<file path="src/rtl/mult_pkg.sv">
// Shared definitions for the Wallace-tree multiplier controller.
//   - FSM state encoding (IDLE / EVAL / DONE)
//   - default operand width and result latency
//   - constant helpers that size the 3:2 carry-save reduction tree
package mult_pkg;

  localparam int MULT_WIDTH   = 32;
  localparam int MULT_LATENCY = 2;
  // cycle counter must hold LATENCY (max 7) after the capture increment
  localparam int CNT_W        = 3;

  typedef enum logic [1:0] {
    IDLE = 2'd0,
    EVAL = 2'd1,
    DONE = 2'd2
  } state_e;

  // rows left after one level of 3:2 compression
  function automatic int csa_rows(input int n);
    return (n / 3) * 2 + (n % 3);
  endfunction

  // rows present at reduction level lvl (level 0 = partial products)
  function automatic int csa_rows_at(input int n, input int lvl);
    int r;
    r = n;
    for (int i = 0; i < lvl; i++) r = csa_rows(r);
    return r;
  endfunction

  // levels needed to bring n rows down to two
  function automatic int csa_levels(input int n);
    int r;
    int k;
    r = n;
    k = 0;
    while (r > 2) begin
      r = csa_rows(r);
      k++;
    end
    return k;
  endfunction

endpackage

</file>
<file path="src/rtl/wallace_tree_32b.sv">
// Combinational signed multiplier: two's complement partial products
// reduced by a Wallace tree of 3:2 compressors, then one final adder.
//   a_i  [WIDTH]   signed multiplicand
//   b_i  [WIDTH]   signed multiplier
//   p_o  [2*WIDTH] full signed product
module wallace_tree_32b
  import mult_pkg::*;
#(
  parameter int WIDTH = MULT_WIDTH
) (
  input  logic [WIDTH-1:0]   a_i,
  input  logic [WIDTH-1:0]   b_i,
  output logic [2*WIDTH-1:0] p_o
);

  localparam int PW = 2 * WIDTH;
  // WIDTH shifted rows plus one row carrying the +1 of the MSB negation
  localparam int NR = WIDTH + 1;
  localparam int NL = csa_levels(NR);

  logic [PW-1:0] a_sx;
  assign a_sx = {{WIDTH{a_i[WIDTH-1]}}, a_i};

  // Each level is its own array so the tree has no self-referencing net.
  for (genvar l = 0; l <= NL; l++) begin : g_lvl
    localparam int N = csa_rows_at(NR, l);
    logic [PW-1:0] r [N];

    if (l == 0) begin : g_pp
      for (genvar i = 0; i < WIDTH - 1; i++) begin : g_row
        assign r[i] = b_i[i] ? (a_sx << i) : '0;
      end
      // b's MSB has negative weight: -(x) = ~x + 1, the +1 is its own row
      assign r[WIDTH-1] = b_i[WIDTH-1] ? ~(a_sx << (WIDTH - 1)) : '0;
      assign r[WIDTH]   = PW'(b_i[WIDTH-1]);
    end else begin : g_red
      localparam int P = csa_rows_at(NR, l - 1);
      localparam int G = P / 3;
      for (genvar g = 0; g < G; g++) begin : g_csa
        logic [PW-1:0] x, y, z;
        assign x = g_lvl[l-1].r[3*g];
        assign y = g_lvl[l-1].r[3*g+1];
        assign z = g_lvl[l-1].r[3*g+2];
        assign r[2*g]   = x ^ y ^ z;
        assign r[2*g+1] = ((x & y) | (x & z) | (y & z)) << 1;
      end
      // leftover rows that did not fill a compressor pass straight down
      for (genvar k = 0; k < P - 3 * G; k++) begin : g_pass
        assign r[2*G+k] = g_lvl[l-1].r[3*G+k];
      end
    end
  end

  assign p_o = g_lvl[NL].r[0] + g_lvl[NL].r[1];

endmodule

</file>
<file path="src/rtl/wallace_mult_ctrl.sv">
// Sequenced signed multiplier. A ctrl_MULT pulse latches the operands and
// starts a LATENCY-edge evaluation; the registered product, overflow flag
// and a one-cycle ready pulse follow. A new ctrl_MULT always restarts.
//   clock, reset       rising-edge clock, synchronous active-high reset
//   ctrl_MULT          start; operands sampled on the same edge
//   data_operandA/B    signed operands [WIDTH]
//   data_result        low WIDTH bits of product (registered, held)
//   data_exception     signed overflow of the WIDTH-bit result (registered)
//   data_resultRDY     one-cycle completion pulse (registered)
//   busy               high while evaluating
module wallace_mult_ctrl
  import mult_pkg::*;
#(
  parameter int WIDTH   = MULT_WIDTH,
  parameter int LATENCY = MULT_LATENCY
) (
  input  logic             clock,
  input  logic             reset,
  input  logic             ctrl_MULT,
  input  logic [WIDTH-1:0] data_operandA,
  input  logic [WIDTH-1:0] data_operandB,
  output logic [WIDTH-1:0] data_result,
  output logic             data_exception,
  output logic             data_resultRDY,
  output logic             busy
);

  localparam logic [CNT_W-1:0] LAST = CNT_W'(LATENCY - 1);

  state_e             state_q, state_d;
  logic [CNT_W-1:0]   cnt_q, cnt_d;
  logic [WIDTH-1:0]   a_q, a_d, b_q, b_d, res_q, res_d;
  logic               exc_q, exc_d, rdy_q, rdy_d;
  logic               cap;
  logic [2*WIDTH-1:0] prod;
  logic [WIDTH:0]     prod_hi;

  // fed only from the operand registers, so no input reaches an output
  wallace_tree_32b #(.WIDTH(WIDTH)) u_tree (
    .a_i (a_q),
    .b_i (b_q),
    .p_o (prod)
  );

  // the WIDTH-bit result is exact only when these bits are a sign extension
  assign prod_hi = prod[2*WIDTH-1:WIDTH-1];

  always_ff @(posedge clock) begin
    if (reset) state_q <= IDLE;
    else       state_q <= state_d;
  end

  always_comb begin
    state_d = state_q;
    if (ctrl_MULT) state_d = EVAL;
    else begin
      case (state_q)
        IDLE:    state_d = IDLE;
        EVAL:    if (cnt_q == LAST) state_d = DONE;
        DONE:    state_d = IDLE;
        default: state_d = IDLE;
      endcase
    end
  end

  always_comb begin
    busy  = (state_q == EVAL);
    cap   = (state_q == EVAL) && !ctrl_MULT && (cnt_q == LAST);
    a_d   = a_q;
    b_d   = b_q;
    cnt_d = cnt_q;
    res_d = res_q;
    exc_d = exc_q;
    rdy_d = cap;
    if (ctrl_MULT) begin
      a_d   = data_operandA;
      b_d   = data_operandB;
      cnt_d = '0;
    end else if (state_q == EVAL) begin
      cnt_d = cnt_q + 1'b1;
    end
    if (cap) begin
      res_d = prod[WIDTH-1:0];
      exc_d = !((&prod_hi) || !(|prod_hi));
    end
  end

  always_ff @(posedge clock) begin
    if (reset) begin
      cnt_q <= '0;
      a_q   <= '0;
      b_q   <= '0;
      res_q <= '0;
      exc_q <= 1'b0;
      rdy_q <= 1'b0;
    end else begin
      cnt_q <= cnt_d;
      a_q   <= a_d;
      b_q   <= b_d;
      res_q <= res_d;
      exc_q <= exc_d;
      rdy_q <= rdy_d;
    end
  end

  assign data_result    = res_q;
  assign data_exception = exc_q;
  assign data_resultRDY = rdy_q;

endmodule

</file>
<file path="config.mk">
export PLATFORM = sky130hd
export DESIGN_NAME = wallace_mult_ctrl
export DESIGN_NICKNAME = d
export VERILOG_FILES = /design/src/rtl/mult_pkg.sv /design/src/rtl/wallace_tree_32b.sv /design/src/rtl/wallace_mult_ctrl.sv
export SDC_FILE = /design/constraint.sdc
export NUM_CORES = 2
export LEC_CHECK = 0
export BUFFER_PORTS_ARGS = -buffer_cell sky130_fd_sc_hd__buf_2
export CAP_MARGIN = 10
export CORE_MARGIN = 2
export CORE_UTILIZATION = 30
export CTS_CLUSTER_DIAMETER = 100
export CTS_CLUSTER_SIZE = 8
export DETAILED_ROUTE_END_ITERATION = 6
export GPL_ROUTABILITY_DRIVEN = 0
export GPL_TIMING_DRIVEN = 0
export SYNTH_ARGS = -nofsm -noshare
export SYNTH_HDL_FRONTEND = slang
export SYNTH_SLANG_ARGS = --single-unit
</file>
<file path="constraint.sdc">
create_clock -name clock -period 11 [get_ports clock]
set_clock_uncertainty 0.2 [all_clocks]
set_input_delay 0 -clock clock [delete_from_list [all_inputs] [get_ports clock]]
set_output_delay 0 -clock clock [all_outputs]
set_load 0.005 [all_outputs]
</file>
==> impl_metrics.ini <==
[cells_and_area]
syn_to_final_growth_pct = 9.29
nets = 5937
final_cell_area_um2 = 44500
layout-drive-gt1-share_pct = 3.64
regArea_um2 = 2060
fillers = 14100
multi_input_comb_area_um2 = 33700
finalNonFillerCells = 6398

[power]
p_leak_nw = 19.1
peakVddDrop_uv = 138
power_density_nw_per_um2 = 130

[yosys]
synth-edff-count = 0
synth_seq_cells = 103
ys_types = 77
synth_cells = 4425
async_flop_share_pct = 0
synth_top_area_cell = fa_1
synth_warnings = 0
synth_most_common_cell = fa_1
syn_area_per_cell_um2 = 9.20
ys_seq_area_share_pct = 5.07
synth_area_leaders = fa_1, inv_1, and2_1, ha_1, nand2_1
syn-num-nets = 5757
synth_common_cells = fa_1, inv_1, and2_1, nand2_1, clkbuf_1
synth_top_area_share_pct = 52.8
netlist_area_um2 = 40700
ys.flop_type = dfxtp_1

[run]
maxCapViolCount = 0

[global_routing]
busiest_layer = met2
grt_pass1_vias = 33100
grt_overflow = 0
grt_max_degree = 24
grt_use_met1_pct = 26.4
grt.total_usage_pct = 20.7
antenna_found_initial = 10
met2_usage_pct = 33.3
grt_use_met3_pct = 4.39
grt_pass1_wl_mm = 210

[detailed_routing]
drt_iter0_markers = 2449
vias_per_cell = 4.83
dr.pass1.iters = 5
ant_nets = 0
drt-wirelength-per-cell_um = 21.9
drcViolationCount = 0
vias = 30900
drt_wl_total_mm = 140

[clock_tree]
cts_buffer_depth = 2
root_buffer = clkbuf_16
path_clk_slew_ps = 90
clk_latency_ps = 440
cts_tree = yes
htree_num_levels = 3
cts_resized = 0
clock_sinks = 103
cts_buffers = 9

[placement]
place_ws_ps = 404
io_buffer_count = 100
dp_hpwl_mm = 122
dp_cells = 6309
dpl_cell_area_um2 = 43500

[outcome]
status = completed

[worst_hold_path]
whs_path_depth = 4
hold_class = input pin to flop

[sta]
drv_slew = 0
fin_ws_ps = 340
rsz0062_at_grt = false
hold_violations = 0
max_freq_ghz = 0.0938
max-slew-margin-rel_pct = 21.3
worst_pin_slew_ps = 1180
setup_viol = 0
finalCritPeriodShare_pct = 96.9
post-route-min-period_ps = 10660

[die]
num_rows = 135
initial_core_util_pct = 30.1
die_y_um = 372
dieArea_um2 = 139000
die_w_um = 372
fp.coreArea_um2 = 135000
pin_count = 102

[setup_path]
worstSetupPathType = flop to flop
cpMostUsedCell = fa_1
cp-start-kind = flop
arrival_ps = 10790
cp.depth = 30
crit_fanout = 23
critPathTopFamily = adder cells
endpoint_kind = flop
path_buf_inv = 8
r2r_cells = 30
crit_required_ps = 11130
cpPeakStageDelay_ps = 850
crit_path_top_delay_cell = dfxtp_2
worst reg2reg max path: cells and delay by family, from the launching register on:
kind	cells	cell delay [ps]
flops	1	850
buf+inv	8	2170
simple gates	10	2690
fa+ha+maj	9	4320
compound gates	3	350
what timing repair did:
item	in CTS	in global routing
hold endpoints to repair	66	0
hold buffers	65	0
buffers inserted	0	0
power breakdown:
group          switching [mW]  total [mW]  leakage, nW  internal (mW)
clock network           0.207       0.371        0.152          0.164
logic                    3.11        4.96         18.1           1.85
registers              0.0434       0.433        0.844          0.389
final timing paths:
kind                                start                            to  slack [ps]
min                             ctrl_MULT       state_q[0]$_SDFFE_PP0P_         100
max reg2reg          b_q[31]$_SDFFE_PP0P_   data_exception$_SDFFE_PP0P_         340
min reg2reg  data_result[22]$_SDFFE_PP0P_  data_result[22]$_SDFFE_PP0P_         260
max                  b_q[31]$_SDFFE_PP0P_   data_exception$_SDFFE_PP0P_         340
cell usage in the layout, fill, tap and decap left out, drive strengths merged, types with 8 or more instances in the layout:
cell / count
a211oi: 9
a21o: 26
a21oi: 102
a31oi: 8
and2: 567
and3: 8
buf: 131
clkbuf: 232
dfxtp: 103
dlygate4sd3: 65
fa: 1073
ha: 192
inv: 1021
mux2i: 66
nand2: 553
nand3: 21
nand4: 30
nor2: 155
nor3: 19
nor4: 12
o21a: 11
o21ai: 49
xnor2: 46
xor2: 22
sequential cells by signal, summed over array words and instances (netlist names):
| name | flops |
|---|---|
| b_q | 32 |
| data_exception | 1 |
| data_result | 32 |
| cnt_q | 3 |
| state_q | 2 |
| a_q | 32 |
| data_resultRDY | 1 |
metal layers:
metal  wire length, um  part of all wire [%]  up-vias
met5                32                 0.023        -
met4              8110                   5.8        4
met3             12500                   8.9      296
met2             64400                    46     1366
met1             54800                    39    16000
li1                  -                     -    13200
cell type report:
type,instances,share of cell area [%]
plain buffers,252,2.41
clock inverters,7,0.188
inverters,1017,8.58
well taps,1781,5.01
repair buffers,169,2.75
flip-flops and latches,103,4.64
clock buffers,9,0.506
multi-input cells,3053,75.9
diodes,7,0.0394
through the flow:
stage	util, %	setup TNS, ps	total power, mW	hold WS, ps
after detailed placement	32.2	0	5.33	41.4
after CTS	32.9	0	5.76	128
after global placement	32.1	-290	5.30	32.8
after global routing	32.9	0	6.27	131
final	32.9	0	5.76	101
after floorplan	-	0	3.77	-110
kinds of logic after synthesis:
kind of cell | Yosys count | synth area share, %
mux | 67 | 1.65
compound gates | 248 | 3.78
flops | 103 | 5.07
simple gates | 1405 | 17.3
fa+ha+maj | 1265 | 58.7
xor+xnor | 68 | 1.46
buf+inv | 1269 | 12.0
No activity file was read; power rests on OpenSTA's default activity.
